===== src/rtl/cross_bar_pkg.sv =====
// Shared crossbar sizing and the master index type used by per-slave arbiters.
// Latency: none (types and constants only).
// Backpressure: not applicable.
package cross_bar_pkg;

   localparam int MASTER_N = 4;
   localparam int SLAVE_N  = 4;

   typedef logic [$clog2(MASTER_N)-1:0] mst_idx_t;

endpackage : cross_bar_pkg


===== src/rtl/rr_priority_select.sv =====
// Rotating-priority select: first set req bit at or after start_idx, wrapping upward.
// Latency: purely combinational.
// Backpressure: none; sel_vld low when req is all-zero.
module rr_priority_select #(
   parameter int N = cross_bar_pkg::MASTER_N,
   localparam int IW = (N > 1) ? $clog2(N) : 1
) (
   input  logic [N-1:0]  req,
   input  logic [IW-1:0] start_idx,
   output logic [N-1:0]  sel_onehot,
   output logic [IW-1:0] sel_idx,
   output logic          sel_vld
);

   // Walk N positions from start_idx; the first requester found wins.
   always_comb begin
      int pos;
      pos        = 0;
      sel_onehot = '0;
      sel_idx    = '0;
      sel_vld    = 1'b0;
      for (int off = 0; off < N; off++) begin
         pos = int'(start_idx) + off;
         if (pos >= N) begin
            pos = pos - N;
         end
         if (!sel_vld && req[pos[IW-1:0]]) begin
            sel_vld                 = 1'b1;
            sel_onehot[pos[IW-1:0]] = 1'b1;
            sel_idx                 = pos[IW-1:0];
         end
      end
   end

endmodule : rr_priority_select


===== src/rtl/cross_bar_rr_arbiter.sv =====
// Round-robin arbiter for one crossbar slave port; registered one-hot grant with lock-on-hold.
// Latency: one cycle from request (or owner release) to grant change, no idle gap on handover.
// Backpressure: the owner holds the grant as long as its req stays high; others wait.
module cross_bar_rr_arbiter
   import cross_bar_pkg::*;
#(
   parameter int MASTER_N = cross_bar_pkg::MASTER_N
) (
   input  logic                clk,
   input  logic                aresetn,
   input  logic [MASTER_N-1:0] req,
   output logic [MASTER_N-1:0] grant
);

   localparam int IW = $clog2(MASTER_N);
   localparam logic [IW-1:0] LAST_RST = IW'(MASTER_N - 1);

   logic [MASTER_N-1:0] grant_q, grant_d;
   logic [IW-1:0]       last_q, last_d;
   logic [IW-1:0]       start_idx;
   logic [MASTER_N-1:0] sel_onehot;
   logic [IW-1:0]       sel_idx;
   logic                sel_vld;
   logic                hold;

   // Search begins one past the last winner, wrapping at MASTER_N.
   always_comb begin
      start_idx = (last_q == LAST_RST) ? '0 : last_q + 1'b1;
   end

   rr_priority_select #(
      .N (MASTER_N)
   ) u_sel (
      .req        (req),
      .start_idx  (start_idx),
      .sel_onehot (sel_onehot),
      .sel_idx    (sel_idx),
      .sel_vld    (sel_vld)
   );

   // Grant is one-hot, so any overlap with req means the owner is still requesting.
   assign hold = |(grant_q & req);

   // Keep the owner while it requests; otherwise take the rotated winner (or go idle).
   always_comb begin
      grant_d = grant_q;
      last_d  = last_q;
      if (!hold) begin
         grant_d = sel_onehot;
         if (sel_vld) begin
            last_d = sel_idx;
         end
      end
   end

   // State registers; reset leaves master 0 with top priority.
   always_ff @(posedge clk or negedge aresetn) begin
      if (!aresetn) begin
         grant_q <= '0;
         last_q  <= LAST_RST;
      end else begin
         grant_q <= grant_d;
         last_q  <= last_d;
      end
   end

   assign grant = grant_q;

endmodule : cross_bar_rr_arbiter


===== config.mk =====
export PLATFORM = sky130hd
export DESIGN_NAME = cross_bar_rr_arbiter
export DESIGN_NICKNAME = d
export VERILOG_FILES = /design/src/rtl/cross_bar_pkg.sv /design/src/rtl/rr_priority_select.sv /design/src/rtl/cross_bar_rr_arbiter.sv
export SDC_FILE = /design/constraint.sdc
export NUM_CORES = 1
export LEC_CHECK = 0
export ABC_AREA = 1
export CORE_ASPECT_RATIO = 1.2
export CORE_MARGIN = 4
export CORE_UTILIZATION = 48
export DETAILED_ROUTE_END_ITERATION = 7
export PLACE_DENSITY = 0.76
export SYNTH_ARGS = -nofsm -noshare
export SYNTH_HDL_FRONTEND = slang
export SYNTH_HIERARCHICAL = 1
export SYNTH_SLANG_ARGS = --single-unit

===== constraint.sdc =====
create_clock -name clk -period 2.5 [get_ports clk]
set_clock_uncertainty 0.2 [all_clocks]
set_input_delay 0.5 -clock clk [delete_from_list [all_inputs] [get_ports clk]]
set_output_delay 0.5 -clock clk [all_outputs]
set_load 0.05 [all_outputs]

==> results.md <==
* Sequential fraction of the synthesis area at 0.203
* Drt drc at 0
* CTS root buf: clkbuf_4
* Mapped Cells at ~110
* Cell count of the worst hold path at 2
* Final period util at 0.915
* Share of layout cells above drive strength 1 at 0.234
* Fmax at 437 MHz
* Clock latency on the worst-skew pair at around 240 ps
* Ys Warns at 6
* Global-route wire length before repair at roughly 3500 µm
* Core Rows at 15
* R2R setup slack at about 210 ps
* Worst reg2reg path depth at 12
* RSZ-0062 raised after global routing: no
* Ant. Diodes at 0
* XOR/XNOR Fraction of Synth Area at 0
* Simple-gate portion of the synthesized area at 0.525
* Die width at between 40 and 50 µm
* #FFs+latches synth at 6
* Routed wire length per instance at around 15 µm
* Setup ws final at 212 ps
* CTS max path bufs at 2
* Final Hold Vio Count at 0
* IO Port Bufs at 9
* Setup CP Type: register to register
* Syn nets at 120
* Total GRT Usage at 0.203
* Status: finished, final reports clean
* Worst relative slew slack at 0.670
* Max-Cap Viols at 0
* Inserted Clock Buffers at 3
* DIE HEIGHT at 51.4 µm
* Mux share of post-synthesis cell area at 0
* Crit path max fanout at 6
* I/O pin count at 10
* Detailed Place HPWL at around 1600 µm
* Initial DRC Count at 31
* Critical path endpoint category: register
* Largest family of logic cells by synthesized area: simple AND/OR/NAND/NOR gates
* Critical path launch point type: register
* Vias at ~850
* Final max-slew violation count at 0
* Min cycle time layout at between 2000 and 2500 ps
* GP Congestion at 0.963
* Crit path DAT at about 2300 ps
* Worst-margin pin slew at between 400 and 500 ps
* Final Hold Slack at between 200 and 300 ps
* Via density at 6.04
* Worst Hold Class: register to register
* Fraction of the mapped netlist area in adder cells at 0.0997
* Worst-path clk slew at about 40 ps
* Dpl cells at around 140
* Synth cell types at 20
* CTS tree: done
* Dpl ws at approximately 200 ps
* Die area at ~2300 µm²
* Routed Antenna Nets at 0
* Setup TNS at 0 ps
* Synth Area in Compound Gates at 0.113
* Initial Util at 0.515
* Drt first pass iters at 4
* CTS sink count at 6
* Initial antenna violation count at 0
* Htree depth at 1
* Mapped Area at ~750 µm²
* Core area at around 1500 µm²
* Nets@finish at 138
* Layout Cells excl Fill at 141
* Worst EP required at 2470 ps
* # hold bufs at CTS at 0
* Final setup fails at 0
* Largest net degree at the start of global routing at 14
* Overflow after GRT at 0
* Synth-to-Final Area Change at 21.4%
* Post-CTS setup buffers at 0
* Post-cts sizing count at 0
* Post-Route WL at between 2000 and 2500 µm
* Vias in the first global route at 808
* Mapped Avg Cell Area at roughly 7 µm²
## layout make-up
type	count	area, µm²
repair buffers	13	120
fillers	141	549
multi-input cells	93	564
flip-flops and latches	6	153
clock buffers	3	22.5
inverters	9	33.8
well taps	17	21.3
## worst paths after layout
path                                  startpoint               endpoint
setup reg to reg           last_q[0]$_DFFE_PN1P_   grant[2]$_DFFE_PN0N_
setup / recovery           last_q[0]$_DFFE_PN1P_   grant[2]$_DFFE_PN0N_
max in group asynchronous                aresetn  last_q[0]$_DFFE_PN1P_
hold / removal             last_q[1]$_DFFE_PN1P_  last_q[1]$_DFFE_PN1P_
min in group asynchronous                aresetn   grant[3]$_DFFE_PN0N_
hold reg to reg            last_q[1]$_DFFE_PN1P_  last_q[1]$_DFFE_PN1P_
## cells in the final DEF, fill, tap and decap left out, drive strengths merged
master / instances
a21boi: 4
a21oi: 7
buf: 4
clkbuf: 3
clkdlybuf4s50: 9
dfrtp: 4
dfstp: 2
ha: 6
inv: 9
nand2: 42
nand3: 18
nand4: 7
nor2: 5
o21ai: 4
## critical path, cell delays in order, from the launching register on
cell and delay, ps:
dfstp_2 370, ha_1 190, nor2_1 170, inv_2 60, ha_1 360, inv_1 110, nand3_1 100, nand2_1 70
nor2_2 230, a21oi_1 120, nand3_1 120, nand2_1 60, nand2_1 60
## metrics by stage
stage	cell area [µm²]	util
after CTS	906	0.619
after global routing	915	0.625
after detailed placement	883	0.603
after floorplan	753	-
after global placement	883	0.603
final	915	0.625
## kinds of logic after synthesis
logic type | Yosys count
and+or+nand+nor | 71
AOI/OAI and AO/OA | 15
buffers and inverters | 10
DFF | 6
adders and majority gates | 6
## Yosys cell counts, drive strengths merged
| cell | n | area (µm²) |
|---|---|---|
| dfrtp | 4 | 100 |
| nand4 | 7 | 43.8 |
| inv | 9 | 33.8 |
| nor2 | 4 | 38.8 |
| nand3 | 18 | 108 |
| a21oi | 7 | 35.0 |
| dfstp | 2 | 52.6 |
| ha | 6 | 75.1 |
| a21boi | 4 | 30.0 |
| buf | 1 | 11.3 |
| o21ai | 4 | 20.0 |
| nand2 | 42 | 205 |
## flip-flops by register name (all words and copies together) (netlist names)
name	flops
grant	4
last_q	2
## layer usage
layer  global-route usage  part of all wire
met5                    0                 0
met4               0.0955             0.039
met3               0.0317             0.067
met2                0.354              0.48
met1                0.235              0.41
Power is left out: the tool's default activity adds up to more than one toggle a clock period on the data nets, which glitch-free logic cannot reach.
